**config.mk**
```make
export PLATFORM = sky130hd
export DESIGN_NAME = arch_state_dump
export DESIGN_NICKNAME = d
export VERILOG_FILES = /design/src/rtl/dump_pkg.sv /design/src/rtl/dump_trig_cnt.sv /design/src/rtl/arch_state_dump.sv
export SDC_FILE = /design/constraint.sdc
export NUM_CORES = 1
export LEC_CHECK = 0
export CAP_MARGIN = 20
export CORE_MARGIN = 2
export CORE_UTILIZATION = 47
export CTS_CLUSTER_DIAMETER = 60
export DETAILED_ROUTE_END_ITERATION = 10
export GPL_ROUTABILITY_DRIVEN = 0
export PLACE_DENSITY = 0.86
export SYNTH_ARGS = -nofsm -noshare
export SYNTH_HDL_FRONTEND = slang
export SYNTH_SLANG_ARGS = --single-unit
```
**constraint.sdc**
```tcl
create_clock -name clk -period 3.9 [get_ports clk]
set_input_delay 0.78 -clock clk [delete_from_list [all_inputs] [get_ports clk]]
set_output_delay 0.78 -clock clk [all_outputs]
set_load 0.02 [all_outputs]
```
**src/rtl/dump_pkg.sv**
```systemverilog
// Shared types for the architectural-state dump engine.
package dump_pkg;

  localparam int unsigned DefXlen = 64;
  localparam int unsigned DefIdxW = 5;

  typedef enum logic [1:0] {
    IDLE,
    DUMP_RF,
    DUMP_DM,
    DONE
  } dump_state_e;

  typedef enum logic {
    REG_RF = 1'b0,
    REG_DM = 1'b1
  } dump_region_e;

  typedef struct packed {
    dump_region_e         region;
    logic [DefIdxW-1:0]   idx;
    logic [DefXlen-1:0]   data;
  } dump_beat_t;

  // Index width covering the larger region, never narrower than one bit.
  function automatic int unsigned idx_width(input int unsigned rf_depth,
                                            input int unsigned dm_depth);
    int unsigned m;
    m = (rf_depth > dm_depth) ? rf_depth : dm_depth;
    return (m > 1) ? $clog2(m) : 1;
  endfunction

endpackage

```
**src/rtl/dump_trig_cnt.sv**
```systemverilog
// Saturating post-reset cycle counter; pulses auto_trig_o once when it reaches TRIG_CYCLES.
module dump_trig_cnt #(
  parameter int unsigned CNT_W       = 32,
  parameter int unsigned TRIG_CYCLES = 20
) (
  input  logic clk_i,
  input  logic reset_i,
  output logic auto_trig_o
);

  localparam logic [CNT_W-1:0] TrigVal = CNT_W'(TRIG_CYCLES);

  logic [CNT_W-1:0] cnt_q, cnt_d;
  logic             fired_q, fired_d;
  logic             hit;

  // The fired flag keeps the pulse single-cycle even if the count saturates on TrigVal.
  assign hit         = (TRIG_CYCLES != 0) && (cnt_q == TrigVal) && !fired_q;
  assign auto_trig_o = hit;

  always_comb begin
    cnt_d   = cnt_q;
    fired_d = fired_q | hit;
    if (cnt_q != {CNT_W{1'b1}}) begin
      cnt_d = cnt_q + 1'b1;
    end
  end

  always_ff @(posedge clk_i) begin
    if (reset_i) begin
      cnt_q   <= '0;
      fired_q <= 1'b0;
    end else begin
      cnt_q   <= cnt_d;
      fired_q <= fired_d;
    end
  end

endmodule

```
**src/rtl/arch_state_dump.sv**
```systemverilog
// Halts the core and streams RF then DMEM contents over a valid/ready channel.
module arch_state_dump
  import dump_pkg::*;
#(
  parameter int unsigned XLEN        = 64,
  parameter int unsigned RF_DEPTH    = 32,
  parameter int unsigned DM_DEPTH    = 8,
  parameter int unsigned TRIG_CYCLES = 20,
  parameter int unsigned CNT_W       = 32,
  parameter int unsigned IDX_W       = idx_width(RF_DEPTH, DM_DEPTH)
) (
  input  logic             clk,
  input  logic             reset,
  input  logic             trig_req,
  output logic             cpu_halt,
  output logic [IDX_W-1:0] rf_raddr,
  input  logic [XLEN-1:0]  rf_rdata,
  output logic [IDX_W-1:0] dm_raddr,
  input  logic [XLEN-1:0]  dm_rdata,
  output logic             out_valid,
  input  logic             out_ready,
  output logic             out_region,
  output logic [IDX_W-1:0] out_idx,
  output logic [XLEN-1:0]  out_data,
  output logic             out_last,
  output logic             busy,
  output logic             done
);

  localparam logic [IDX_W-1:0] RfLast = IDX_W'(RF_DEPTH - 1);
  localparam logic [IDX_W-1:0] DmLast = IDX_W'(DM_DEPTH - 1);

  dump_state_e      state_q, state_d;
  dump_region_e     region_q, region_d;
  logic [IDX_W-1:0] idx_q, idx_d;
  logic [IDX_W-1:0] oidx_q, oidx_d;
  logic [XLEN-1:0]  data_q, data_d;
  logic             halt_q, halt_d;
  logic             valid_q, valid_d;
  logic             last_q, last_d;
  logic             auto_trig;
  logic             can_load;

  dump_trig_cnt #(
    .CNT_W       (CNT_W),
    .TRIG_CYCLES (TRIG_CYCLES)
  ) u_trig_cnt (
    .clk_i       (clk),
    .reset_i     (reset),
    .auto_trig_o (auto_trig)
  );

  assign can_load = !valid_q || out_ready;

  always_comb begin
    state_d  = state_q;
    region_d = region_q;
    idx_d    = idx_q;
    oidx_d   = oidx_q;
    data_d   = data_q;
    halt_d   = halt_q;
    valid_d  = valid_q;
    last_d   = last_q;
    unique case (state_q)
      IDLE: begin
        if (trig_req || auto_trig) begin
          state_d = DUMP_RF;
          halt_d  = 1'b1;
          idx_d   = '0;
        end
      end
      DUMP_RF: begin
        if (can_load) begin
          valid_d  = 1'b1;
          region_d = REG_RF;
          oidx_d   = idx_q;
          data_d   = rf_rdata;
          if (idx_q == RfLast) begin
            state_d = DUMP_DM;
            idx_d   = '0;
          end else begin
            idx_d = idx_q + 1'b1;
          end
        end
      end
      DUMP_DM: begin
        // Once the final entry is loaded, only its acceptance remains.
        if (last_q) begin
          if (out_ready) begin
            state_d = DONE;
            valid_d = 1'b0;
            last_d  = 1'b0;
            halt_d  = 1'b0;
          end
        end else if (can_load) begin
          valid_d  = 1'b1;
          region_d = REG_DM;
          oidx_d   = idx_q;
          data_d   = dm_rdata;
          if (idx_q == DmLast) begin
            last_d = 1'b1;
            idx_d  = '0;
          end else begin
            idx_d = idx_q + 1'b1;
          end
        end
      end
      DONE: begin
        if (trig_req) begin
          state_d = DUMP_RF;
          halt_d  = 1'b1;
          idx_d   = '0;
        end
      end
    endcase
  end

  always_ff @(posedge clk) begin
    if (reset) begin
      state_q  <= IDLE;
      region_q <= REG_RF;
      idx_q    <= '0;
      oidx_q   <= '0;
      data_q   <= '0;
      halt_q   <= 1'b0;
      valid_q  <= 1'b0;
      last_q   <= 1'b0;
    end else begin
      state_q  <= state_d;
      region_q <= region_d;
      idx_q    <= idx_d;
      oidx_q   <= oidx_d;
      data_q   <= data_d;
      halt_q   <= halt_d;
      valid_q  <= valid_d;
      last_q   <= last_d;
    end
  end

  assign cpu_halt   = halt_q;
  assign rf_raddr   = idx_q;
  assign dm_raddr   = idx_q;
  assign out_valid  = valid_q;
  assign out_region = region_q;
  assign out_idx    = oidx_q;
  assign out_data   = data_q;
  assign out_last   = last_q;
  assign busy       = (state_q == DUMP_RF) || (state_q == DUMP_DM);
  assign done       = (state_q == DONE);

endmodule

```
# --- Yosys cells after proc, flatten, opt, wreduce, memory -nomap -nowiden ---
# Cells that the tools add are included.
totals:
  ff_bits: 113
  latchBits: 0
  mem_bits_rw: 0
  rom_bits: 0
  out_inout_bits: 85
  wordCells: 82
  n_memories: 0
op_classes:
  addsub: 2
  n_mul: 0
  div: 0
  order_cmp: 0
  eq_ne: 16
  shift: 0
  n_mux: 38
  n_bitwise: 1
  n_reduce_logical: 15
op_table:
  columns: ["op", "count"]
  rows:
  - ["2-to-1 mux 64 bit", 3]
  - ["one-hot mux 64 bit (2 select lines)", 1]
  - ["2-to-1 mux 5 bit", 9]
  - ["adder 32 x 1 -> 32 bit, second input constant", 1]
  - ["== test 32 x 5 -> 1 bit, second input constant", 1]
  - ["inequality test 32 bit, second input constant", 1]
  - ["one-hot mux 5 bit (4 select lines)", 1]
  - ["inequality test 2 bit, second input constant", 8]
  - ["2-to-1 mux 1 bit", 13]
  - ["2-to-1 mux 2 bit", 6]
  - ["one-hot mux 5 bit (2 select lines)", 1]
  - ["AND reduction 5 bit", 2]
  - ["one-hot mux 2 bit (4 select lines)", 1]
  - ["AND reduction 6 bit", 1]
  - ["adder 5 x 1 -> 5 bit, second input constant", 1]
  - ["== test 5 x 3 -> 1 bit, second input constant", 1]
  - ["== test 5 bit, second input constant", 1]
  - ["== test 2 bit, second input constant", 2]
  - ["one-hot mux 1 bit (2 select lines)", 2]
  - ["AND reduction 2 bit", 2]
  - ["AND reduction 4 bit", 1]
  - ["logical OR 1 bit", 3]
  - ["inequality test 3 bit, second input constant", 1]
  - ["one-hot mux 1 bit (3 select lines)", 1]
  - ["7 further kinds", 8]

# --- Logic depth before layout (Yosys ltp) ---
logic_depth:
  ltp_word: 5
  ltp_mapped: 8
  mapped_depth_nobuf: 8

# --- Modules after synthesis ---
# Synthesis repeated with hierarchy kept, for this count alone.
hier_totals:
  hier_cells: 610
  hier_area_um2: 5864.4
modules_own_cells:
  columns: ["module", "n_inst", "cells_each", "area_each_um2", "seq_area_each_um2"]
  rows:
  - ["arch_state_dump", 1, 395, 4028.9, 1601.5]
  - ["dump_trig_cnt", 1, 215, 1835.5, 660.6]

# --- Worst setup path after synthesis ---
# Ideal clock, no wire load.
synth_timing:
  path_type: "register to register"
  startpoint: "register idx_q[0], in the netlist dm_raddr[0]"
  endpoint: "register idx_q[2], in the netlist dm_raddr[2]"
  setup_ns: 0.070
  arrival_time_ns: 1.974
  required_ns: 3.830
  path_slack_ns: 1.856
  stages_incl_launch_ff: 8
  n_path_buf: 0
  synth_period_minus_slack_ns: 2.044
  path_cell_list: "dfxtp_1 ha_1 and3_1 ha_1 nor2b_1 o21ai_0 or4b_2 o2bb2ai_1"
synth_between:
  elab_chain_len: 5
  word_cells_on_any_way: 9
  cone_classes: "1 x add/sub; 2 x eq/ne; 6 x mux"
synth_lines:
  columns: ["element", "line", "rtl"]
  rows:
  - ["start: declaration", "arch_state_dump.sv:35", "logic [IDX_W-1:0] idx_q, idx_d;"]
  - ["start signal: assignment", "arch_state_dump.sv:131", "idx_q <= idx_d;"]
  - ["adder 5 x 1 -> 5 bit or == test 5 x 3 -> 1 bit (tied branches)", "arch_state_dump.sv:82, arch_state_dump.sv:104, arch_state_dump.sv:100", null]
  - ["2-to-1 mux 5 bit", "arch_state_dump.sv:100", "if (idx_q == DmLast) begin"]
  - ["2-to-1 mux 5 bit", "arch_state_dump.sv:95", "end else if (can_load) begin"]
  - ["2-to-1 mux 5 bit", "arch_state_dump.sv:88", "if (last_q) begin"]
  - ["one-hot mux 5 bit (4 select lines) *", "arch_state_dump.sv:64", "unique case (state_q)"]
# Every way passes the cells marked *; elsewhere a longest branch is shown, timed or not. The select of a mux whose other input is x is not followed.
# A chain may end at the register's enable or synchronous reset.

# --- Worst setup path after layout ---
layout_timing:
  startpoint: "register state_q[1]"
  endpoint: "output busy"
layout_between:
  elab_chain_len: 2
  word_cells_on_any_way: 3
  cone_classes: "2 x eq/ne; 1 x reduce/logical"
layout_lines:
  columns: ["element", "line", "rtl"]
  rows:
  - ["start: declaration", "arch_state_dump.sv:33", "dump_state_e state_q, state_d;"]
  - ["start signal: assignment", "arch_state_dump.sv:129", "state_q <= state_d;"]
  - ["== test 2 x 1 -> 1 bit or == test 2 bit (tied branches)", "arch_state_dump.sv:148", "assign busy = (state_q == DUMP_RF) || (state_q == DUMP_DM);"]
  - ["logical OR 1 bit *", "arch_state_dump.sv:148", null]
  - ["end: declaration", "arch_state_dump.sv:26", "output logic busy,"]
# Every way passes the cells marked *; elsewhere a longest branch is shown, timed or not.

==> flow_summary.toml <==
[timing]
hold_viol_final = 0
finalWorstSetupSlack_ns = 1.07
max_freq_ghz = 0.353
finClkSkew_ns = 0.00850
period_share_pct = 72.7
rsz0062_at_grt = "no"
final-setup-viol-count = 0
maxSlewViolCount = 0
layout_min_cycle_time_ns = 2.83
max_slew_margin_pct = 50.2
tns_ns = 0
worstMarginPinSlew_ns = 0.747

[routing]
drtIter0Drc = 442
routed_wl_mm = 17.3
avgRoutedWirePerCell_microns = 18.2
postRouteAntennaNets = 0
drc = 0
dr.pass1.iters = 5
via_per_inst = 5.67
vias = 5394

[global_routing]
grt_max_degree = 72
grt_pass1_wl_mm = 27.2
grt_pass1_vias = 5243
grt-ovfl-total = 0
antenna_found_initial = 0
grt_use_total_pct = 26.9

[yosys]
syn-num-nets = 744
syn_area_sq_um = 5500
synth_area_leader_cell = "dfxtp_1"
synth_top_area_share_pct = 41.2
yosys-mux-area-fraction_pct = 14.1
ys_seq_elements = 113
ys.flop_type = "dfxtp_1"
ys_warn_count = 0
ys_seq_area_share_pct = 41.2
synth_edf_count = 0
synth-adder-area-share_pct = 2.05
synthSimpleGateAreaFrac_pct = 20.3
synth_compound_area_share_pct = 14.7
ys_top_cells_by_area = "dfxtp_1 41%, mux2i_1 13%, a211oi_1 9.2%"
ys_types = 49
synth_xor_xnor_area_share_pct = 3.03
synth_cells = 603
synth_top_family_by_area = "simple AND/OR/NAND/NOR gates"
synth.avg_cell_area_sq_um = 9.11
synth-async-reset-ratio_pct = 0

[setup_path]
end_kind = "primary output"
critical-path-top-delay-family = "buffers and inverters"
cp_num_buf_inv = 2
arrival_ns = 2.05
crit_path_max_incr_delay_ns = 0.69
worstSetupPathType = "flip-flop to primary output"
required_ns = 3.12
startpoint_type = "flip-flop"
slowest_stage = "clkdlybuf4s50_1"
worstPathMaxFanout = 6
cp_cell_sequence = "inv_1, ha_1, clkdlybuf4s50_1"

[power_and_ir_drop]
intPower_mw = 3.92
p_sw_share_pct = 37.5
p_switching_mw = 2.36
powerDensity_nw_per_um2 = 758
power_frac_seq_pct = 28.1
p_leak_nw = 2.83
clkPwrFrac_pct = 25.0
p_comb_share_pct = 46.9
vdd_ir_drop_max_mv = 0.647

[cells_and_area]
antenna_cells = 0
drive_gt1_share_pct = 6.18
stdcell_count = 952
final_area_sq_um = 8280
fin_nets = 938
area_growth_pct = 50.8

[place]
dp_hpwl_mm = 12.1
dp_cells = 921
numPortBuffers = 216
placed_cell_area_sq_um = 7680
pre_cts_ws_ns = 1.03

[clock_network]
ctsRootBufferMaster = "clkbuf_16"
path_clk_slew_ns = 0.05
cts_made_buffers = 17
h-tree-depth = 4
cts_tree = "done"
cts.path.max_buffers = 2
hold_buffers = 0
clock_sinks = 113
cts_resized = 0
clk_latency_ns = 0.42
cts_setup_buffers = 0

[floorplan]
die-area_sq_um = 12600
io_pins = 217
die_w_microns = 112
die_y_microns = 112
core_sq_um = 11400
initial_core_util_pct = 48.1
rows = 39

[flow_run]
max_cap_viol_count = 0

[run_status]
status = "finished clean"

[min_path]
worstHoldPathType = "flip-flop to flip-flop"
final timing paths:
path	start	endpoint	slack (ns)	cells past startpoint
setup / recovery	state_q[1]$_SDFFE_PP0P_	busy	1.07	3
setup reg to reg	state_q[0]$_SDFFE_PP0P_	out_data[20]$_SDFFE_PP0P_	1.11	7
hold reg to reg	out_data[56]$_SDFFE_PP0P_	out_data[56]$_SDFFE_PP0P_	0.49	2
hold / removal	out_data[56]$_SDFFE_PP0P_	out_data[56]$_SDFFE_PP0P_	0.49	2
cells by family (layout without fill, tap and decap cells):
family	after synthesis	in the layout
simple gates	216	216
compound gates	114	114
flops	113	113
mux	77	77
buf+inv	55	261
xor+xnor	19	19
fa+ha+maj	9	9
worst register-to-register path, cell delays in order, from the launching register on:
cell	delay, ns
dfxtp_1	0.34
inv_1	0.15
ha_4	0.49
mux2i_1	0.21
nor2_4	0.60
buf_4	0.46
nor2_1	0.11
a211oi_1	0.31
cell usage in the layout (no fill, tap or decap), types with 5 or more instances in the layout:
cell type        synthesis  layout
clkbuf_16                0      17
nor2b_1                  7       7
mux2i_1                 72      72
inv_1                    9       9
mux2_2                   5       5
nand2b_1                 5       5
dfxtp_1                113     113
or3_1                    5       5
clkbuf_1                21       5
o21ai_0                  9       9
xnor2_1                 19      19
nand2_1                 19      19
a21oi_1                 22      22
clkdlybuf4s50_1          0     215
nand3_1                 11      11
nor2_1                  99      98
nor4_1                   7       7
ha_1                     9       8
nor3_1                   9       9
nand4_1                 17      17
and4_1                   7       7
buf_4                    5       5
and3_1                   6       6
or4_1                    5       5
a211oi_1                67      67
power groups by stage:
| stage | logic [mW] | clock network, mW | registers (mW) |
|---|---|---|---|
| floorplan | 1.26 | 0 | 2.20 |
| global placement | 2.79 | 0 | 1.75 |
| detailed placement | 2.88 | 0 | 1.78 |
| CTS | 2.94 | 1.58 | 1.76 |
| global route | 3.13 | 1.64 | 1.80 |
| finish | 2.94 | 1.57 | 1.77 |
registers in the layout, indices dropped and copies added, names as in the netlist:
name	count
out_last	1
u_trig_cnt.cnt_q	32
out_idx	5
state_q	2
dm_raddr	5
out_valid	1
u_trig_cnt.fired_q	1
out_region	1
cpu_halt	1
out_data	64
synth_stat cells, types with 8 or more instances:
| cell type | number |
|---|---|
| inv_1 | 9 |
| nand2_1 | 19 |
| nand4_1 | 17 |
| dfxtp_1 | 113 |
| o21ai_0 | 9 |
| xnor2_1 | 19 |
| mux2i_1 | 72 |
| clkbuf_1 | 21 |
| nand3_1 | 11 |
| a211oi_1 | 67 |
| buf_2 | 10 |
| nor3_1 | 9 |
| buf_1 | 8 |
| ha_1 | 9 |
| nor2_1 | 99 |
| a21oi_1 | 22 |
per-layer routing:
metal | wire length, microns | track usage (%) | vias up
met1 | 6750 | 30.1 | 2565
met4 | 502 | 10.6 | 0
met5 | 0 | 0 | -
met2 | 9140 | 49.1 | 191
met3 | 914 | 6.53 | 45
li1 | - | - | 2593
stage by stage:
| stage | hold WS (ns) | util, % | power (mW) |
|---|---|---|---|
| 3_5_place_dp | 0.490 | 67.3 | 4.66 |
| 2_1_floorplan | 0.464 | - | 3.45 |
| 6_report | 0.494 | 72.6 | 6.28 |
| 5_1_grt | 0.523 | 72.6 | 6.57 |
| 3_3_place_gp | 0.464 | 67.3 | 4.54 |
| 4_1_cts | 0.494 | 72.6 | 6.28 |
cell type report:
| cell class | instances | area [sq um] |
|---|---|---|
| Multi-Input combinational cell | 435 | 3000 |
| Clock buffer | 26 | 499 |
| Clock inverter | 5 | 100 |
| Timing Repair Buffer | 221 | 2210 |
| Inverter | 9 | 33.8 |
| Tap cell | 143 | 179 |
| Fill cell | 797 | 3130 |
| Sequential cell | 113 | 2260 |
(Power assumes the default switching activity.)
